File: src/rtl/sdram_arb_pkg.sv
// Shared types and widths for the SDRAM arbiter between the video reader and the loader writer.
package sdram_arb_pkg;

    localparam int SD_ADDR_W = 25;
    localparam int SD_DATA_W = 16;

    typedef enum logic [1:0] {
        IDLE      = 2'd0,
        VID_BURST = 2'd1,
        VID_DRAIN = 2'd2,
        WR_WAIT   = 2'd3
    } arb_state_t;

    typedef struct packed {
        logic [SD_ADDR_W-1:0] addr;
        logic [SD_DATA_W-1:0] data;
    } wr_entry_t;

endpackage

File: src/rtl/arb_write_fifo.sv
// Synchronous loader write FIFO with registered full/empty flags.
// A push arriving while full is accepted only when a pop happens in the same cycle.
module arb_write_fifo
    import sdram_arb_pkg::*;
#(
    parameter int DEPTH = 4
) (
    input  logic      clk_sys_99_287,
    input  logic      reset,
    input  logic      push,
    input  wr_entry_t push_data,
    input  logic      pop,
    output wr_entry_t pop_data,
    output logic      full,
    output logic      empty
);

    localparam int AW = $clog2(DEPTH);
    localparam int CW = $clog2(DEPTH) + 1;
    localparam logic [AW-1:0] PTR_ONE   = AW'(1'b1);
    localparam logic [CW-1:0] CNT_ONE   = CW'(1'b1);
    localparam logic [CW-1:0] CNT_DEPTH = CW'(DEPTH);

    wr_entry_t       mem_r [DEPTH];
    logic [AW-1:0]   wr_ptr_r;
    logic [AW-1:0]   rd_ptr_r;
    logic [CW-1:0]   count_r;
    logic [CW-1:0]   count_s;
    logic            full_r;
    logic            empty_r;
    logic            push_ok_s;
    logic            pop_ok_s;

    // Qualify push/pop against the current flags and compute the next occupancy.
    always_comb begin
        pop_ok_s  = pop & ~empty_r;
        push_ok_s = push & (~full_r | pop_ok_s);
        count_s   = count_r;
        case ({push_ok_s, pop_ok_s})
            2'b10:   count_s = count_r + CNT_ONE;
            2'b01:   count_s = count_r - CNT_ONE;
            default: count_s = count_r;
        endcase
    end

    // Pointer, occupancy and flag registers.
    always_ff @(posedge clk_sys_99_287) begin
        if (reset) begin
            wr_ptr_r <= {AW{1'b0}};
            rd_ptr_r <= {AW{1'b0}};
            count_r  <= {CW{1'b0}};
            full_r   <= 1'b0;
            empty_r  <= 1'b1;
        end else begin
            if (push_ok_s) begin
                wr_ptr_r <= wr_ptr_r + PTR_ONE;
            end
            if (pop_ok_s) begin
                rd_ptr_r <= rd_ptr_r + PTR_ONE;
            end
            count_r <= count_s;
            full_r  <= (count_s == CNT_DEPTH);
            empty_r <= (count_s == {CW{1'b0}});
        end
    end

    // Storage array; contents are don't-care while the FIFO is empty.
    always_ff @(posedge clk_sys_99_287) begin
        if (push_ok_s) begin
            mem_r[wr_ptr_r] <= push_data;
        end
    end

    assign pop_data = mem_r[rd_ptr_r];
    assign full     = full_r;
    assign empty    = empty_r;

endmodule

File: src/rtl/sdram_arbiter.sv
// SDRAM arbiter: video burst reads take strict priority over queued loader writes.
// Optional wait-cycle counter on perf_vid_wait is built when SDRAM_ARB_PERF_EN is defined.
module sdram_arbiter
    import sdram_arb_pkg::*;
#(
    parameter int WR_FIFO_DEPTH = 4,
    parameter int PERF_W        = 16
) (
    input  logic                 clk_sys_99_287,
    input  logic                 reset,
    input  logic                 vid_rd,
    input  logic [SD_ADDR_W-1:0] vid_rd_addr,
    input  logic                 vid_end_burst,
    output logic                 vid_data_available,
    output logic [SD_DATA_W-1:0] vid_data,
    input  logic                 ld_wr,
    input  logic [SD_ADDR_W-1:0] ld_wr_addr,
    input  logic [SD_DATA_W-1:0] ld_wr_data,
    output logic                 ld_busy,
    input  logic                 sd_ready,
    input  logic                 sd_data_available,
    input  logic [SD_DATA_W-1:0] sd_out,
    output logic                 sd_rd,
    output logic                 sd_wr,
    output logic [SD_ADDR_W-1:0] sd_addr,
    output logic [SD_DATA_W-1:0] sd_wr_data,
    output logic                 sd_end_burst,
    output logic [PERF_W-1:0]    perf_vid_wait
);

    arb_state_t           state_r;
    arb_state_t           state_s;
    logic                 vid_pend_r;
    logic [SD_ADDR_W-1:0] vid_pend_addr_r;
    logic                 vid_req_s;
    logic [SD_ADDR_W-1:0] vid_req_addr_s;
    logic                 issue_vid_s;
    logic                 pop_s;
    logic                 sd_rd_s;
    logic                 sd_wr_s;
    logic                 sd_end_burst_s;
    logic [SD_ADDR_W-1:0] sd_addr_s;
    logic [SD_DATA_W-1:0] sd_wr_data_s;
    logic                 fwd_s;
    logic                 fifo_full_s;
    logic                 fifo_empty_s;
    wr_entry_t            fifo_head_s;
    wr_entry_t            push_entry_s;

    logic                 sd_rd_r;
    logic                 sd_wr_r;
    logic                 sd_end_burst_r;
    logic [SD_ADDR_W-1:0] sd_addr_r;
    logic [SD_DATA_W-1:0] sd_wr_data_r;
    logic                 vid_avail_r;
    logic [SD_DATA_W-1:0] vid_data_r;

    assign push_entry_s = '{addr: ld_wr_addr, data: ld_wr_data};

    arb_write_fifo #(
        .DEPTH (WR_FIFO_DEPTH)
    ) u_wr_fifo (
        .clk_sys_99_287 (clk_sys_99_287),
        .reset          (reset),
        .push           (ld_wr),
        .push_data      (push_entry_s),
        .pop            (pop_s),
        .pop_data       (fifo_head_s),
        .full           (fifo_full_s),
        .empty          (fifo_empty_s)
    );

    // A fresh vid_rd is eligible in the same cycle so an idle arbiter issues with one cycle of latency.
    always_comb begin
        vid_req_s = vid_pend_r | vid_rd;
        if (vid_pend_r) begin
            vid_req_addr_s = vid_pend_addr_r;
        end else begin
            vid_req_addr_s = vid_rd_addr;
        end
        fwd_s = (state_r == VID_BURST) || (state_r == VID_DRAIN);
    end

    // Next-state and command decode; video wins over a pending write.
    always_comb begin
        state_s        = state_r;
        issue_vid_s    = 1'b0;
        pop_s          = 1'b0;
        sd_rd_s        = 1'b0;
        sd_wr_s        = 1'b0;
        sd_end_burst_s = 1'b0;
        sd_addr_s      = {SD_ADDR_W{1'b0}};
        sd_wr_data_s   = {SD_DATA_W{1'b0}};
        case (state_r)
            IDLE: begin
                if (sd_ready && vid_req_s) begin
                    issue_vid_s = 1'b1;
                    sd_rd_s     = 1'b1;
                    sd_addr_s   = vid_req_addr_s;
                    state_s     = VID_BURST;
                end else if (sd_ready && !fifo_empty_s) begin
                    pop_s        = 1'b1;
                    sd_wr_s      = 1'b1;
                    sd_addr_s    = fifo_head_s.addr;
                    sd_wr_data_s = fifo_head_s.data;
                    state_s      = WR_WAIT;
                end else begin
                    state_s = IDLE;
                end
            end
            VID_BURST: begin
                if (vid_end_burst) begin
                    sd_end_burst_s = 1'b1;
                    state_s        = VID_DRAIN;
                end else begin
                    state_s = VID_BURST;
                end
            end
            VID_DRAIN, WR_WAIT: begin
                if (sd_ready) begin
                    state_s = IDLE;
                end else begin
                    state_s = state_r;
                end
            end
            default: state_s = IDLE;
        endcase
    end

    // State register.
    always_ff @(posedge clk_sys_99_287) begin
        if (reset) begin
            state_r <= IDLE;
        end else begin
            state_r <= state_s;
        end
    end

    // Video pending latch: first vid_rd is held until issued, later ones are ignored.
    always_ff @(posedge clk_sys_99_287) begin
        if (reset) begin
            vid_pend_r      <= 1'b0;
            vid_pend_addr_r <= {SD_ADDR_W{1'b0}};
        end else if (issue_vid_s) begin
            vid_pend_r <= 1'b0;
        end else if (vid_rd && !vid_pend_r) begin
            vid_pend_r      <= 1'b1;
            vid_pend_addr_r <= vid_rd_addr;
        end
    end

    // Registered SDRAM commands and the one-cycle read-data forward path.
    always_ff @(posedge clk_sys_99_287) begin
        if (reset) begin
            sd_rd_r        <= 1'b0;
            sd_wr_r        <= 1'b0;
            sd_end_burst_r <= 1'b0;
            sd_addr_r      <= {SD_ADDR_W{1'b0}};
            sd_wr_data_r   <= {SD_DATA_W{1'b0}};
            vid_avail_r    <= 1'b0;
            vid_data_r     <= {SD_DATA_W{1'b0}};
        end else begin
            sd_rd_r        <= sd_rd_s;
            sd_wr_r        <= sd_wr_s;
            sd_end_burst_r <= sd_end_burst_s;
            sd_addr_r      <= sd_addr_s;
            sd_wr_data_r   <= sd_wr_data_s;
            vid_avail_r    <= sd_data_available & fwd_s;
            vid_data_r     <= fwd_s ? sd_out : {SD_DATA_W{1'b0}};
        end
    end

`ifdef SDRAM_ARB_PERF_EN
    logic [PERF_W-1:0] perf_cnt_r;

    // Saturating count of cycles a latched video request sat without being issued.
    always_ff @(posedge clk_sys_99_287) begin
        if (reset) begin
            perf_cnt_r <= {PERF_W{1'b0}};
        end else if (vid_pend_r && !issue_vid_s && (perf_cnt_r != {PERF_W{1'b1}})) begin
            perf_cnt_r <= perf_cnt_r + PERF_W'(1'b1);
        end
    end

    assign perf_vid_wait = perf_cnt_r;
`else
    assign perf_vid_wait = {PERF_W{1'b0}};
`endif

    assign sd_rd              = sd_rd_r;
    assign sd_wr              = sd_wr_r;
    assign sd_end_burst       = sd_end_burst_r;
    assign sd_addr            = sd_addr_r;
    assign sd_wr_data         = sd_wr_data_r;
    assign vid_data_available = vid_avail_r;
    assign vid_data           = vid_data_r;
    assign ld_busy            = fifo_full_s;

endmodule
File: config.mk
export PLATFORM = sky130hd
export DESIGN_NAME = sdram_arbiter
export DESIGN_NICKNAME = d
export VERILOG_FILES = /design/src/rtl/sdram_arb_pkg.sv /design/src/rtl/arb_write_fifo.sv /design/src/rtl/sdram_arbiter.sv
export SDC_FILE = /design/constraint.sdc
export NUM_CORES = 1
export LEC_CHECK = 0
export ABC_AREA = 1
export BUFFER_PORTS_ARGS = -buffer_cell sky130_fd_sc_hd__buf_2
export CORE_MARGIN = 2
export CORE_UTILIZATION = 30
export DETAILED_ROUTE_END_ITERATION = 8
export PLACE_DENSITY_LB_ADDON = 0.3
export RECOVER_POWER = 50
export SETUP_SLACK_MARGIN = 0.5
export SLEW_MARGIN = 20
export SYNTH_ARGS = -nofsm -noshare
export SYNTH_HDL_FRONTEND = slang
export SYNTH_SLANG_ARGS = --single-unit
File: constraint.sdc
create_clock -name clk_sys_99_287 -period 9.3 [get_ports clk_sys_99_287]
set_clock_uncertainty 0.1 [all_clocks]
set_input_delay 0.93 -clock clk_sys_99_287 [delete_from_list [all_inputs] [get_ports clk_sys_99_287]]
set_output_delay 0.93 -clock clk_sys_99_287 [all_outputs]
set_load 0.01 [all_outputs]
# --- After elaboration in Yosys (flattened, before gate mapping) ---
# Memory sizes are Yosys's and may differ from the RTL's. A register that Yosys moved wholly into a read port is not among the register bits.
# Cells that the tools add are included.
totals:
  latchBits: 0
  mem_bits_ro: 0
  elab_cells: 73
  register_bits: 98
  mem_count: 1
  ramBits: 164
  in_bits: 89
  output_inout_bits: 78
op_classes:
  n_mul: 0
  n_reduce_logical: 15
  mux: 19
  add_sub_neg: 4
  n_div: 0
  n_eq_ne: 7
  order_cmp: 0
  n_shift: 0
  bitwise: 12
memory_table:
  columns: ["memory", "words", "word_bits", "read_ports", "rd_clocked_by_memory_dff", "write_ports", "line", "rtl"]
  rows:
  - ["u_wr_fifo.mem_r", 4, 41, 1, 1, 1, "arb_write_fifo.sv:24", "wr_entry_t mem_r [DEPTH];"]
op_table:
  columns: ["op", "count"]
  rows:
  - ["two-way mux 25 bit", 3]
  - ["two-way mux 2 bit", 6]
  - ["OR reduction 2 bit", 5]
  - ["two-way mux 1 bit", 8]
  - ["inverter 1 bit", 7]
  - ["equality test 2 bit, second input constant", 3]
  - ["case mux 2 bit (3 select lines)", 1]
  - ["case mux 3 bit (2 select lines)", 1]
  - ["adder 2 x 1 -> 2 bit, second input constant", 2]
  - ["equality test 2 x 1 -> 1 bit, second input constant", 2]
  - ["OR reduction 4 bit", 1]
  - ["adder 3 x 1 -> 3 bit, second input constant", 1]
  - ["AND 1 bit", 3]
  - ["equality test 3 bit, second input constant", 1]
  - ["logical AND 1 bit", 3]
  - ["logical NOT 3 bit", 1]
  - ["subtractor 3 x 1 -> 3 bit, second input constant", 1]
  - ["logical NOT 1 bit", 2]
  - ["logical NOT 2 bit", 1]
  - ["inequality test 2 bit, second input constant", 1]
  - ["OR 1 bit", 2]
  - ["AND reduction 2 bit", 1]
  - ["logical OR 1 bit", 1]

# --- Depth between registers and ports, before layout ---
logic_depth:
  depth_word: 11
  ltp_mapped: 14
  depth_no_buf: 14

# --- Hierarchy ---
# From an unflattened synthesis, not the netlist that was laid out.
hier_totals:
  cells_unflattened: 954
  area_unflattened_um2: 10244.8
by_module_without_submodules:
  columns: ["module", "cells_per_inst", "seq_area_each_um2", "instances", "area_each_um2"]
  rows:
  - ["arb_write_fifo", 470, 5144.9, 1, 6611.3]
  - ["sdram_arbiter", 484, 1781.7, 1, 3633.5]

# --- Worst setup path before layout ---
# OpenSTA, ideal clock, no wires.
synth_path:
  path_type: "input -> register"
  startpoint: "in sd_ready"
  endpoint: "mem u_wr_fifo.mem_r[0][0] (netlist name), enable pin"
  path_buffers: 0
  path_slack_ps: 5505
  setup_ps: 439
  t_arrival_ps: 3256
  cell_stages: 6
  t_required_ps: 8761
  cell_sequence: "inv_2 nor2_1 nand3_2 nand2_1 nand2_2 nor2_1"
synth_between:
  elab_chain_len: 9
  word_cells_on_any_way: 10
  cone_classes: "mux: 5; bitwise: 3; reduce/logical: 2"
synth_rtl:
  columns: ["item", "line", "rtl"]
  rows:
  - ["start, declared", "sdram_arbiter.sv:20", "input logic sd_ready,"]
  - ["logical AND 1 bit", "sdram_arbiter.sv:101", "end else if (sd_ready && !fifo_empty_s) begin"]
  - ["two-way mux 1 bit", "sdram_arbiter.sv:101", null]
  - ["two-way mux 1 bit (*)", "sdram_arbiter.sv:96", "if (sd_ready && vid_req_s) begin"]
  - ["two-way mux 1 bit (*)", "sdram_arbiter.sv:94", "case (state_r)"]
  - ["AND 1 bit (*)", "arb_write_fifo.sv:36", "pop_ok_s = pop & ~empty_r;"]
  - ["OR 1 bit (*)", "arb_write_fifo.sv:37", "push_ok_s = push & (~full_r | pop_ok_s);"]
  - ["AND 1 bit (*)", "arb_write_fifo.sv:37", null]
  - ["two-way mux 1 bit (*)", "arb_write_fifo.sv:69", "if (push_ok_s) begin"]
  - ["two-way mux 1 bit (not written as such) (*)", "arb_write_fifo.sv:70", "mem_r[wr_ptr_r] <= push_data;"]
  - ["end, declared", "arb_write_fifo.sv:24", null]
# Mark *: on every way between the ends. The rest lies on a longest branch, timed or not.

# --- Final worst setup path ---
layout_path:
  startpoint: "reg vid_pend_r"
  endpoint: "reg vid_pend_addr_r[23]"
layout_between:
  elab_chain_len: 6
  word_cells_on_any_way: 8
  cone_classes: "mux: 2; bitwise: 2; reduce/logical: 4"
layout_rtl:
  columns: ["item", "line", "rtl"]
  rows:
  - ["start, declared", "sdram_arbiter.sv:33", "logic vid_pend_r;"]
  - ["start signal, assigned", "sdram_arbiter.sv:142", "vid_pend_r <= 1'b0;"]
  - ["start signal, assigned", "sdram_arbiter.sv:145", "vid_pend_r <= 1'b0;"]
  - ["start signal, assigned", "sdram_arbiter.sv:147", "vid_pend_r <= 1'b1;"]
  - ["OR 1 bit", "sdram_arbiter.sv:75", "vid_req_s = vid_pend_r | vid_rd;"]
  - ["logical AND 1 bit", "sdram_arbiter.sv:96", null]
  - ["two-way mux 1 bit", "sdram_arbiter.sv:96", null]
  - ["two-way mux 1 bit", "sdram_arbiter.sv:94", null]
  - ["inverter 1 bit (no line)", null, null]
  - ["AND reduction 2 bit (no line) (*)", null, null]
  - ["end signal, assigned", "sdram_arbiter.sv:143", "vid_pend_addr_r <= {SD_ADDR_W{1'b0}};"]
  - ["end signal, assigned", "sdram_arbiter.sv:148", "vid_pend_addr_r <= vid_rd_addr;"]
  - ["end, declared", "sdram_arbiter.sv:34", "logic [SD_ADDR_W-1:0] vid_pend_addr_r;"]
# Marked as above.
# A chain may end at the register's enable or synchronous reset.

==> impl_metrics.py <==
metrics = {
    "drt": {
        "vias": 6721,
        "viasPerCell": 4.41,
        "dr_wl_met3_mm": 1.41,
        "drtIter0Drc": 378,
        "wl_met1_mm": 11.4,
        "drtAntennaViolNets": 0,
        "met2_length_mm": 11.6,
        "routed.top_layer": "met5",
        "first_pass_iters": 5,
        "drt_wl_total_mm": 24.9,
        "wl_per_cell_um": 16.3,
        "drc_errors": 0,
    },
    "sta": {
        "rsz0062_at_grt": "no",
        "fin_crit_sh_pct": 44.4,
        "slew_violations": 64,
        "tightest_slew_ns": 1.89,
        "fin_tns_setup_ns": 0,
        "fmax_ghz": 0.242,
        "fin_ws_ns": 5.17,
        "hold_viol": 0,
        "relSlewSlack_pct": -26.4,
        "post-route-min-period_ns": 4.13,
        "finalSetupViolations": 0,
    },
    "floorplan": {
        "die_area_mm2": 0.0355,
        "rows": 67,
        "core_area_mm2": 0.0335,
        "start_util_pct": 30.4,
        "die_w_um": 188,
        "die_h_um": 188,
        "io_pins": 167,
    },
    "logic_synthesis": {
        "yosys_warnings": 0,
        "yosysUniqueCellTypes": 32,
        "ys_seq_area_share_pct": 67.9,
        "avgSynthCellArea_um2": 11.1,
        "synth_cells": 916,
        "synth_seq_cells": 264,
        "syn-cell-area_mm2": 0.0102,
    },
    "outcome": {
        "status": "finished, violations left",
        "violations": "capacitance limit, slew limit",
    },
    "global_route": {
        "grt_max_degree": 84,
        "grt-ovfl-total": 0,
        "gr-usage-all-layers_pct": 13.6,
        "antenna_found_initial": 3,
        "grt_pass1_wl_mm": 37.6,
        "grt_pass1_vias": 6403,
    },
    "worst_setup_path": {
        "reg2reg_depth": 4,
        "r2r_slack_ns": 5.17,
        "cp_data_required_time_ns": 9.54,
        "critical_path.max_fanout": 28,
        "setup.worst_path.start_class": "flop",
        "worstSetupEndpointType": "flop",
        "worstPathArrival_ns": 4.37,
        "rr_startpoint": "vid_pend_r",
        "path_class": "reg2reg",
        "reg2reg_to": "vid_pend_addr_r[23]",
    },
    "placed_design": {
        "post_dp_cell_area_mm2": 0.0113,
        "dp.cells": 1471,
        "hpwlAfterDp_mm": 15.2,
        "gp_congestion": 0.763,
        "portBuffers": 150,
        "pre_cts_slack_ns": 5.84,
    },
    "cts": {
        "cts_buffers": 29,
        "cts.sinks": 264,
        "clockBufferDepth": 3,
        "cts_tree": "yes",
        "clock_latency_ns": 0.53,
        "post_cts_buffers": 0,
        "ctsResizeCount": 0,
        "path_clk_slew_ns": 0.06,
        "cts_root_buffer": "clkbuf_16",
        "cts_hold_buffers": 0,
        "h-tree-depth": 1,
    },
    "pwr": {
        "max-vdd-ir-drop_uv": 164,
        "power.density_mw_per_mm2": 223,
        "p_leak_uw": 0.00449,
    },
    "flow_run": {
        "maxCapViolations": 2,
    },
    "cells_and_area": {
        "nets": 1154,
        "drive_above_1_share_pct": 14.1,
        "final_common_cell": "nand2_1",
        "fin_cells": 1523,
        "layout_common_cells": "nand2_1 (206), edfxtp_1 (164), clkbuf_1 (111)",
        "syn_to_final_growth_pct": 18.0,
        "antennaDiodeCount": 0,
        "stdcell_area_mm2": 0.0120,
    },
    "worst_hold_path": {
        "whs_endpoint": "vid_pend_addr_r[8]",
        "min_from": "vid_pend_addr_r[8]",
        "holdCritPathClass": "reg2reg",
        "min_path_cells": 2,
    },
}
-- metal layers --
layer	vias to the layer above	global-route usage, %
li1	3340	-
met1	3137	18.6
met2	204	22.3
met3	34	2.85
met4	6	3.16
met5	-	0
-- through the flow --
| step | utilization (%) | total power [uW] | hold WS [ns] |
|---|---|---|---|
| 2_1_floorplan | - | 1540 | 0.339 |
| 3_3_place_gp | 33.6 | 1630 | 0.347 |
| 3_5_place_dp | 33.6 | 1630 | 0.352 |
| 4_1_cts | 36.3 | 2730 | 0.361 |
| 5_1_grt | 35.9 | 2800 | 0.375 |
| 6_report | 35.9 | 2680 | 0.360 |
-- logic make-up after synthesis --
group	count (synthesis)	share of synthesized area (%)
adder cells (fa/ha/maj)	11	1.42
flip-flops	264	67.9
other	1	0.0368
buffers and inverters	108	5.34
AO/OA/AOI/OAI	111	6.89
multiplexers	12	1.18
AND/OR/NAND/NOR	407	17.0
XOR/XNOR	2	0.172
-- where the power goes --
group          switching (uW)  leakage, uW  internal [uW]
logic                     174      0.00172           74.7
clock network             442     0.000453            651
registers                28.9      0.00232           1310
total                     645      0.00449           2040
-- cell type report --
type	instances	area, um^2
inverters	44	166
multi-input cells	559	2790
well taps	448	561
fillers	3339	21500
clock inverters	13	120
flip-flops and latches	264	6930
clock buffers	39	793
repair buffers	156	666
-- synthesized netlist by cell type --
library cell  number  area share [%]
mux2i_1           12             1.2
nand2_2            2            0.12
dfxtp_1          100              20
clkbuf_1          22            0.81
inv_2              3            0.11
conb_1             1           0.037
xor2_1             2            0.17
nand2_1          205             7.5
o21ai_2           23             2.0
edfxtp_1         164              48
a21oi_2           16             1.4
nand4_1           13            0.80
nor2_8             1            0.20
nor3_1             1           0.049
o21ai_0           38             1.9
a21oi_1           33             1.6
buf_4             22             1.6
clkinv_2           1           0.049
nor2_1            96             3.5
nand2_4            3            0.33
nand3_2            1           0.098
or2_2              1           0.061
clkinv_1           1           0.037
inv_1             39             1.4
nor2_4             3            0.33
buf_6              5            0.55
fa_1               1            0.20
nand3_1           81             4.0
a31oi_1            1           0.061
buf_2             14            0.69
buf_1              1           0.037
ha_1              10             1.2
-- registers in the layout, indices dropped and copies added, names as in the netlist, 3 cells and up, named ones only --
register           count
vid_data              16
vid_pend_addr_r       25
u_wr_fifo.count_r      3
sd_addr               25
u_wr_fifo.mem_r      164
sd_wr_data            16
-- critical path: stages (launching register included) --
cell and delay (ns):
dfxtp_1 0.79, nor2_1 1.64, nand2_1 1.07, nand2_1 0.25, a21oi_1 0.08
-- worst max path at each step --
stage                     slack [ns]        from                      to  depth (start not counted)
after floorplan                 5.50    sd_ready   u_wr_fifo.mem_r[0][0]                          6
after global placement          5.88       reset                   sd_wr                          4
after detailed placement        5.84    sd_ready  u_wr_fifo.mem_r[2][40]                          8
after CTS                       6.26  vid_pend_r          u_wr_fifo.full                         10
after global routing            4.73  vid_pend_r     vid_pend_addr_r[13]                          4
final                           5.17  vid_pend_r     vid_pend_addr_r[23]                          4
Note: power is estimated with default switching activity, not from simulation.
